[src/rtl/ets_sweep_engine_if.sv]
// Phase-shift handshake and sample-memory write port of the ETS sweep engine.
// The engine drives the master side; the MMCM / buffer logic sits on the slave side.
interface ets_sweep_engine_if #(
    parameter int N_CH   = 4,
    parameter int CNT_W  = 16,
    parameter int ADDR_W = 9
);
    logic                    ps_en;
    logic                    ps_incdec;
    logic                    ps_done;
    logic                    wr_en;
    logic [ADDR_W-1:0]       wr_addr;
    logic [N_CH*CNT_W-1:0]   wr_data;
    logic                    wr_bank;

    modport master (
        output ps_en, ps_incdec, wr_en, wr_addr, wr_data, wr_bank,
        input  ps_done
    );

    modport slave (
        input  ps_en, ps_incdec, wr_en, wr_addr, wr_data, wr_bank,
        output ps_done
    );
endinterface

[src/rtl/ets_sweep_engine.sv]
// Equivalent-time sampling sweep: accumulate comparator hits per phase point,
// write them out, then step the MMCM phase; serpentine in continuous mode.
//
// state     | meaning
// ----------+----------------------------------------------------------
// IDLE      | waiting for en; latches avg_count and resets point index
// ACCUM     | counting triggers, summing cmp_data into per-channel accs
// WRITE     | wr_en high for one cycle with the finished point
// SHIFT     | ps_en high for one cycle toward dir
// WAIT_DONE | waiting for ps_done, bounded by TIMEOUT
// END_SWEEP | sweep_done pulse, bank flip, optional direction reversal
module ets_sweep_engine #(
    parameter int N_CH        = 4,
    parameter int CNT_W       = 16,
    parameter int PHASE_STEPS = 448,
    parameter int ADDR_W      = 9,
    parameter int STEP_INC    = 1,
    parameter int TIMEOUT     = 1024
) (
    input  logic                     sys_clk,
    input  logic                     reset,
    input  logic                     en,
    input  logic                     mode_cont,
    input  logic [CNT_W-1:0]         avg_count,
    input  logic                     trigger,
    input  logic [N_CH-1:0]          cmp_data,
    ets_sweep_engine_if.master       bus,
    output logic                     busy,
    output logic                     sweep_done,
    output logic signed [31:0]       phase_counter,
    output logic                     timeout_err
);
    localparam int TO_W = $clog2(TIMEOUT + 1);
    localparam int PL_W = $clog2(STEP_INC + 1);

    typedef enum logic [2:0] {
        IDLE,
        ACCUM,
        WRITE,
        SHIFT,
        WAIT_DONE,
        END_SWEEP
    } state_t;

    state_t            state;
    logic [ADDR_W-1:0] point_idx;
    logic              dir;
    logic [CNT_W-1:0]  avg_lat;
    logic [CNT_W-1:0]  trig_cnt;
    logic [CNT_W-1:0]  acc [N_CH];
    logic [TO_W-1:0]   wait_cnt;
    logic [PL_W-1:0]   pulses_left;
    logic [CNT_W-1:0]  avg_eff;
    logic              last_point;

    assign avg_eff    = (avg_count == '0) ? CNT_W'(1) : avg_count;
    assign last_point = dir ? (point_idx == ADDR_W'(PHASE_STEPS - 1)) : (point_idx == '0);
    assign busy       = (state != IDLE);

    always_ff @(posedge sys_clk) begin
        if (reset) begin
            state         <= IDLE;
            bus.ps_en     <= 1'b0;
            bus.ps_incdec <= 1'b1;
            bus.wr_en     <= 1'b0;
            bus.wr_addr   <= '0;
            bus.wr_data   <= '0;
            bus.wr_bank   <= 1'b0;
            sweep_done    <= 1'b0;
            phase_counter <= '0;
            timeout_err   <= 1'b0;
            point_idx     <= '0;
            dir           <= 1'b1;
            avg_lat       <= '0;
            trig_cnt      <= '0;
            wait_cnt      <= '0;
            pulses_left   <= '0;
            for (int i = 0; i < N_CH; i++) acc[i] <= '0;
        end else begin
            // single-cycle strobes fall back low unless re-armed below
            bus.ps_en  <= 1'b0;
            bus.wr_en  <= 1'b0;
            sweep_done <= 1'b0;

            case (state)
                IDLE: begin
                    if (en) begin
                        point_idx <= '0;
                        dir       <= 1'b1;
                        avg_lat   <= avg_eff;
                        trig_cnt  <= '0;
                        for (int i = 0; i < N_CH; i++) acc[i] <= '0;
                        state     <= ACCUM;
                    end
                end

                ACCUM: begin
                    if (!en) begin
                        state <= IDLE;
                    end else if (trig_cnt == avg_lat) begin
                        bus.wr_en   <= 1'b1;
                        bus.wr_addr <= point_idx;
                        for (int i = 0; i < N_CH; i++) bus.wr_data[i*CNT_W +: CNT_W] <= acc[i];
                        state       <= WRITE;
                    end else if (trigger) begin
                        trig_cnt <= trig_cnt + CNT_W'(1);
                        for (int i = 0; i < N_CH; i++) begin
                            if (cmp_data[i] && (acc[i] != '1)) acc[i] <= acc[i] + CNT_W'(1);
                        end
                    end
                end

                WRITE: begin
                    trig_cnt <= '0;
                    for (int i = 0; i < N_CH; i++) acc[i] <= '0;
                    if (!en) begin
                        state <= IDLE;
                    end else if (last_point) begin
                        sweep_done  <= 1'b1;
                        bus.wr_bank <= ~bus.wr_bank;
                        state       <= END_SWEEP;
                    end else begin
                        bus.ps_en     <= 1'b1;
                        bus.ps_incdec <= dir;
                        pulses_left   <= PL_W'(STEP_INC - 1);
                        state         <= SHIFT;
                    end
                end

                SHIFT: begin
                    if (!en) begin
                        state <= IDLE;
                    end else begin
                        wait_cnt <= TO_W'(TIMEOUT - 1);
                        state    <= WAIT_DONE;
                    end
                end

                WAIT_DONE: begin
                    if (bus.ps_done) begin
                        phase_counter <= dir ? (phase_counter + 32'sd1) : (phase_counter - 32'sd1);
                        if (!en) begin
                            state <= IDLE;
                        end else if (pulses_left == '0) begin
                            point_idx <= dir ? (point_idx + ADDR_W'(1)) : (point_idx - ADDR_W'(1));
                            state     <= ACCUM;
                        end else begin
                            pulses_left <= pulses_left - PL_W'(1);
                            bus.ps_en   <= 1'b1;
                            state       <= SHIFT;
                        end
                    end else if (wait_cnt == '0) begin
                        timeout_err <= 1'b1;
                        state       <= IDLE;
                    end else begin
                        wait_cnt <= wait_cnt - TO_W'(1);
                    end
                end

                END_SWEEP: begin
                    // serpentine: the next sweep starts from the point just written
                    if (mode_cont && en) begin
                        dir     <= ~dir;
                        avg_lat <= avg_eff;
                        state   <= ACCUM;
                    end else begin
                        state <= IDLE;
                    end
                end

                default: state <= IDLE;
            endcase
        end
    end
endmodule
[src/flat_wrapper.sv]
// flat-port wrapper written by rule: the top's interface ports become plain ports
module ets_sweep_engine_flat 
#(
    parameter int N_CH        = 4,
    parameter int CNT_W       = 16,
    parameter int PHASE_STEPS = 448,
    parameter int ADDR_W      = 9,
    parameter int STEP_INC    = 1,
    parameter int TIMEOUT     = 1024
)
  (sys_clk, reset, en, mode_cont, avg_count, trigger, cmp_data, busy, sweep_done, phase_counter, timeout_err, bus_ps_en, bus_ps_incdec, bus_wr_en, bus_wr_addr, bus_wr_data, bus_wr_bank, bus_ps_done);
  ets_sweep_engine_if #(.N_CH(N_CH), .CNT_W(CNT_W), .ADDR_W(ADDR_W)) bus_i ();
  input  logic sys_clk;
  input  logic reset;
  input  logic en;
  input  logic mode_cont;
  input  logic [CNT_W-1:0] avg_count;
  input  logic trigger;
  input  logic [N_CH-1:0] cmp_data;
  output logic busy;
  output logic sweep_done;
  output logic signed [31:0] phase_counter;
  output logic timeout_err;
  output wire logic [$bits(bus_i.ps_en)-1:0] bus_ps_en;
  output wire logic [$bits(bus_i.ps_incdec)-1:0] bus_ps_incdec;
  output wire logic [$bits(bus_i.wr_en)-1:0] bus_wr_en;
  output wire logic [$bits(bus_i.wr_addr)-1:0] bus_wr_addr;
  output wire logic [$bits(bus_i.wr_data)-1:0] bus_wr_data;
  output wire logic [$bits(bus_i.wr_bank)-1:0] bus_wr_bank;
  input wire logic [$bits(bus_i.ps_done)-1:0] bus_ps_done;
  assign bus_ps_en = bus_i.ps_en;
  assign bus_ps_incdec = bus_i.ps_incdec;
  assign bus_wr_en = bus_i.wr_en;
  assign bus_wr_addr = bus_i.wr_addr;
  assign bus_wr_data = bus_i.wr_data;
  assign bus_wr_bank = bus_i.wr_bank;
  assign bus_i.ps_done = bus_ps_done;
  ets_sweep_engine #(.N_CH(N_CH), .CNT_W(CNT_W), .PHASE_STEPS(PHASE_STEPS), .ADDR_W(ADDR_W), .STEP_INC(STEP_INC), .TIMEOUT(TIMEOUT)) u_core (.sys_clk(sys_clk), .reset(reset), .en(en), .mode_cont(mode_cont), .avg_count(avg_count), .trigger(trigger), .cmp_data(cmp_data), .bus(bus_i), .busy(busy), .sweep_done(sweep_done), .phase_counter(phase_counter), .timeout_err(timeout_err));
endmodule
[config.mk]
export PLATFORM = sky130hd
export DESIGN_NAME = ets_sweep_engine_flat
export DESIGN_NICKNAME = d
export VERILOG_FILES = /design/src/rtl/ets_sweep_engine_if.sv /design/src/rtl/ets_sweep_engine.sv /design/src/flat_wrapper.sv
export SDC_FILE = /design/constraint.sdc
export NUM_CORES = 1
export LEC_CHECK = 0
export ABC_AREA = 1
export CORE_ASPECT_RATIO = 1.4
export CORE_MARGIN = 5
export CORE_UTILIZATION = 50
export CTS_BUF_LIST = sky130_fd_sc_hd__clkbuf_2 sky130_fd_sc_hd__clkbuf_4 sky130_fd_sc_hd__clkbuf_8
export DETAILED_ROUTE_END_ITERATION = 7
export PLACE_DENSITY = 0.74
export SYNTH_ARGS = -nofsm -noshare
export SYNTH_HDL_FRONTEND = slang
export SYNTH_SLANG_ARGS = --single-unit
[constraint.sdc]
create_clock -name sys_clk -period 3.55 [get_ports sys_clk]
set_clock_uncertainty 0.2 [all_clocks]
set_input_delay 0.5325 -clock sys_clk [delete_from_list [all_inputs] [get_ports sys_clk]]
set_output_delay 0.5325 -clock sys_clk [all_outputs]
set_load 0.01 [all_outputs]
==> metrics <==
run status=finished clean; count of input and output buffers=137; clock latency of the later-clocked register in the worst-skew pair=0.55 ns; IR Drop Worst-Case VDD=0.000217 V; total via count in the routed design=12,700; count of state elements after synthesis=231; setup tns final=0 ns; Placed Instance Area=14,600 um2; clock-pin slew reported for the worst setup and hold paths after clock tree synthesis=0.06 ns; top achievable clock speed=345 MHz; number of gates given a new drive strength after cts=0; Distinct cells, synth=47; final net count=2,107; R2R Setup Slk=0.65 ns; category of the worst setup path capture point=flip-flop; grt met1 use=25.8%; HPWL reported at the end of detailed placement=25.0 mm; Layout Area Growth over Synthesis=15.8%; number of buffers inserted during clock tree synthesis=37; met3 usage=3.81%; Cell Area, Synth=13,200 um2; pin count of the biggest net entering global routing=82; most congested layer reported by global routing=met2; type of the worst setup path=reg2reg; Crit Reg-Reg Startpoint=u_core.acc[3][0]; arrival time at the worst endpoint=2.82 ns; height of the die=202 um; sinks on the clock net=231; via density per instance=5.34; Layout fillers=2,553; number of antenna violations at the first check in global routing=0; global route total overflow=0; final hold viol count=0; Tightest Pin Transition=0.868 ns; Hold WC Path Type=in2reg; number of primary I/O pins=138; final count of pins violating max slew=0; worst reg-to-reg path cell count=10; routed len/inst=14.5 um; max-cap violation count=0; pwr/cell area=371 nW/um2; final clock period utilization by the worst path=81.7%; Cells on Worst Hold Path=2; syn avg cell area=6.91 um2; Critical Path, Cell by Cell=ha_1, nand2_1, inv_1, nand2_1, nor2_1, nand2_1, nor2_1, nand4_1, nand4_4, nand2_1; count of H-tree levels built during CTS=2; die area=29,800 um2; number of rows in the core area=70; count of mapped cells out of synthesis=1,915; beginning of the worst hold path=reset; DRT Pass-1 Iters=6; CTS tree=built; Most Frequent Cell on Critical Path=sky130_fd_sc_hd__nand2_1; # setup viols final=0; post-synthesis sequential area ratio=36.2%; violation count after the first detailed-routing iteration=616; worst slew margin relative to its limit=42.1%; buffers inserted by post-CTS timing repair=0; share of cells above drive strength 1=6.27%; end point of the worst hold path=u_core.timeout_err; Root Buffer=sky130_fd_sc_hd__clkbuf_8; GP Congestion=0.940; leakage component of the power=6.23 nW; total number of yosys warnings=0; met2 Usage GRT=41.8%; Critical Path Fanout Max=17; highest cell delay on the worst timing path=0.47 ns; global-route wire length before repair=57.7 mm; Detail Route Antenna Nets=0; number of nets in the synthesized netlist=1,986; most frequent cells in the layout=sky130_fd_sc_hd__nand2_1, sky130_fd_sc_hd__dfxtp_1, sky130_fd_sc_hd__a21oi_1; most frequent standard cell in the layout excluding fill and tap cells=sky130_fd_sc_hd__nand2_1; placeable core region=26,100 um2; Final Instance Area=15,300 um2; CP max-delay cell=sky130_fd_sc_hd__nand2_1; CTS max path bufs=3; Tmin final=2.90 ns; Reg-to-Reg End=u_core.acc[3][13]; starting density of the core=50.7%; cts-stage hold buffer count=0; final wirelength=34.5 mm; data required time of the worst path=3.47 ns; remaining design rule violation count=0; Die X=147 um; critical path launch point type=flip-flop; antenna fix cells=0; overall fraction of global-route tracks in use=22.8%; via count of the first global-routing pass=12,200; RSZ-0062 raised after global routing=no
## metal layers
layer  routed length [um]  vias to the layer above
li1                     -                     6519
met1                13900                     5811
met2                17500                      281
met3                 1480                      100
met4                 1510                        0
met5                    0                        -
## per-stage QoR
stage | std cells | util, % | hold slack (ns) | worst slack, ns | power [mW]
after floorplan | 1915 | - | 0.244 | 0.812 | 3.32
after global placement | 2321 | 55.9 | 0.248 | 0.538 | 3.46
after detailed placement | 2321 | 55.9 | 0.252 | 0.452 | 3.47
after CTS | 2382 | 58.7 | 0.208 | 0.616 | 5.76
after global routing | 2382 | 58.7 | 0.255 | 0.398 | 5.96
final | 2382 | 58.7 | 0.247 | 0.650 | 5.69
## where the power goes
part           total (mW)  internal, mW  switching, mW
clock                2.27          1.24           1.03
sequential           2.75          2.69         0.0651
combinational       0.668         0.209          0.458
total                5.69          4.14           1.55
## synthesized netlist by cell type (all sizes together)
cell type / count / area [um2]
a211oi: 4 / 30.0
a21boi: 3 / 22.5
a21o: 4 / 30.0
a21oi: 208 / 1040
a311oi: 1 / 8.76
a31oi: 7 / 43.8
and3: 2 / 12.5
buf: 38 / 404
clkbuf: 32 / 120
clkinv: 1 / 8.76
dfxtp: 215 / 4300
edfxtp: 16 / 480
fa: 2 / 40.0
ha: 43 / 538
inv: 215 / 807
nand2: 490 / 1870
nand3: 170 / 856
nand3b: 8 / 60.1
nand4: 42 / 338
nor2: 199 / 806
nor3: 29 / 145
nor3b: 4 / 30.0
nor4: 11 / 68.8
o211ai: 4 / 30.0
o21a: 20 / 150
o21ai: 71 / 355
o21bai: 14 / 105
o221ai: 1 / 8.76
or2: 13 / 81.3
xnor2: 9 / 78.8
xor2: 39 / 342
## flip-flops by register name, indices dropped and copies added, names as in the netlist
signal and count:
u_core.point_idx 9, u_core.bus.wr_en 1, u_core.dir 1, u_core.state 3
u_core.avg_lat 16, u_core.bus.wr_bank 1, u_core.acc 64, u_core.timeout_err 1
u_core.sweep_done 1, u_core.phase_counter 32, u_core.wait_cnt 11, u_core.trig_cnt 16
u_core.bus.wr_data 64, u_core.bus.ps_en 1, u_core.bus.wr_addr 9, u_core.bus.ps_incdec 1
## critical path: cells and delay by family, from the launching register on
kind	cells	cell delay, ns
AND/OR/NAND/NOR	8	1.55
adder cells (fa/ha/maj)	1	0.21
flip-flops	1	0.43
buffers and inverters	1	0.10
## area by class of cell
cell class / instances / area, um2 / share of cell area (%)
clock buffer: 58 / 698 / 4.56
clock inverter: 3 / 20.0 / 0.131
inverter: 216 / 816 / 5.33
multi-input combinational: 1398 / 7100 / 46.4
sequential: 231 / 4780 / 31.2
tap: 324 / 405 / 2.65
timing repair buffer: 152 / 1490 / 9.75
## worst max-delay path by stage
stage / from / endpoint / slack, ns / depth (start not counted)
after CTS: u_core.acc[3][0] / u_core.acc[3][3] / 0.62 / 10
final: u_core.acc[3][0] / u_core.acc[3][13] / 0.65 / 10
after global routing: u_core.acc[3][0] / u_core.acc[3][4] / 0.40 / 10
after global placement: en / u_core.acc[3][13] / 0.54 / 7
after floorplan: u_core.dir / u_core.phase_counter[14] / 0.81 / 13
after detailed placement: en / u_core.acc[3][13] / 0.45 / 7
## logic make-up (layout without fill, tap and decap cells)
group                    count (synthesis)  after routing  share of synthesized area, %
AND/OR/NAND/NOR                        968            968                          32.3
XOR/XNOR                                48             48                          3.18
buffers and inverters                  286            429                          10.1
adder cells (fa/ha/maj)                 45             45                          4.37
flip-flops                             231            231                          36.2
AO/OA/AOI/OAI                          337            337                          13.8
Note: power is estimated with default switching activity, not from simulation.
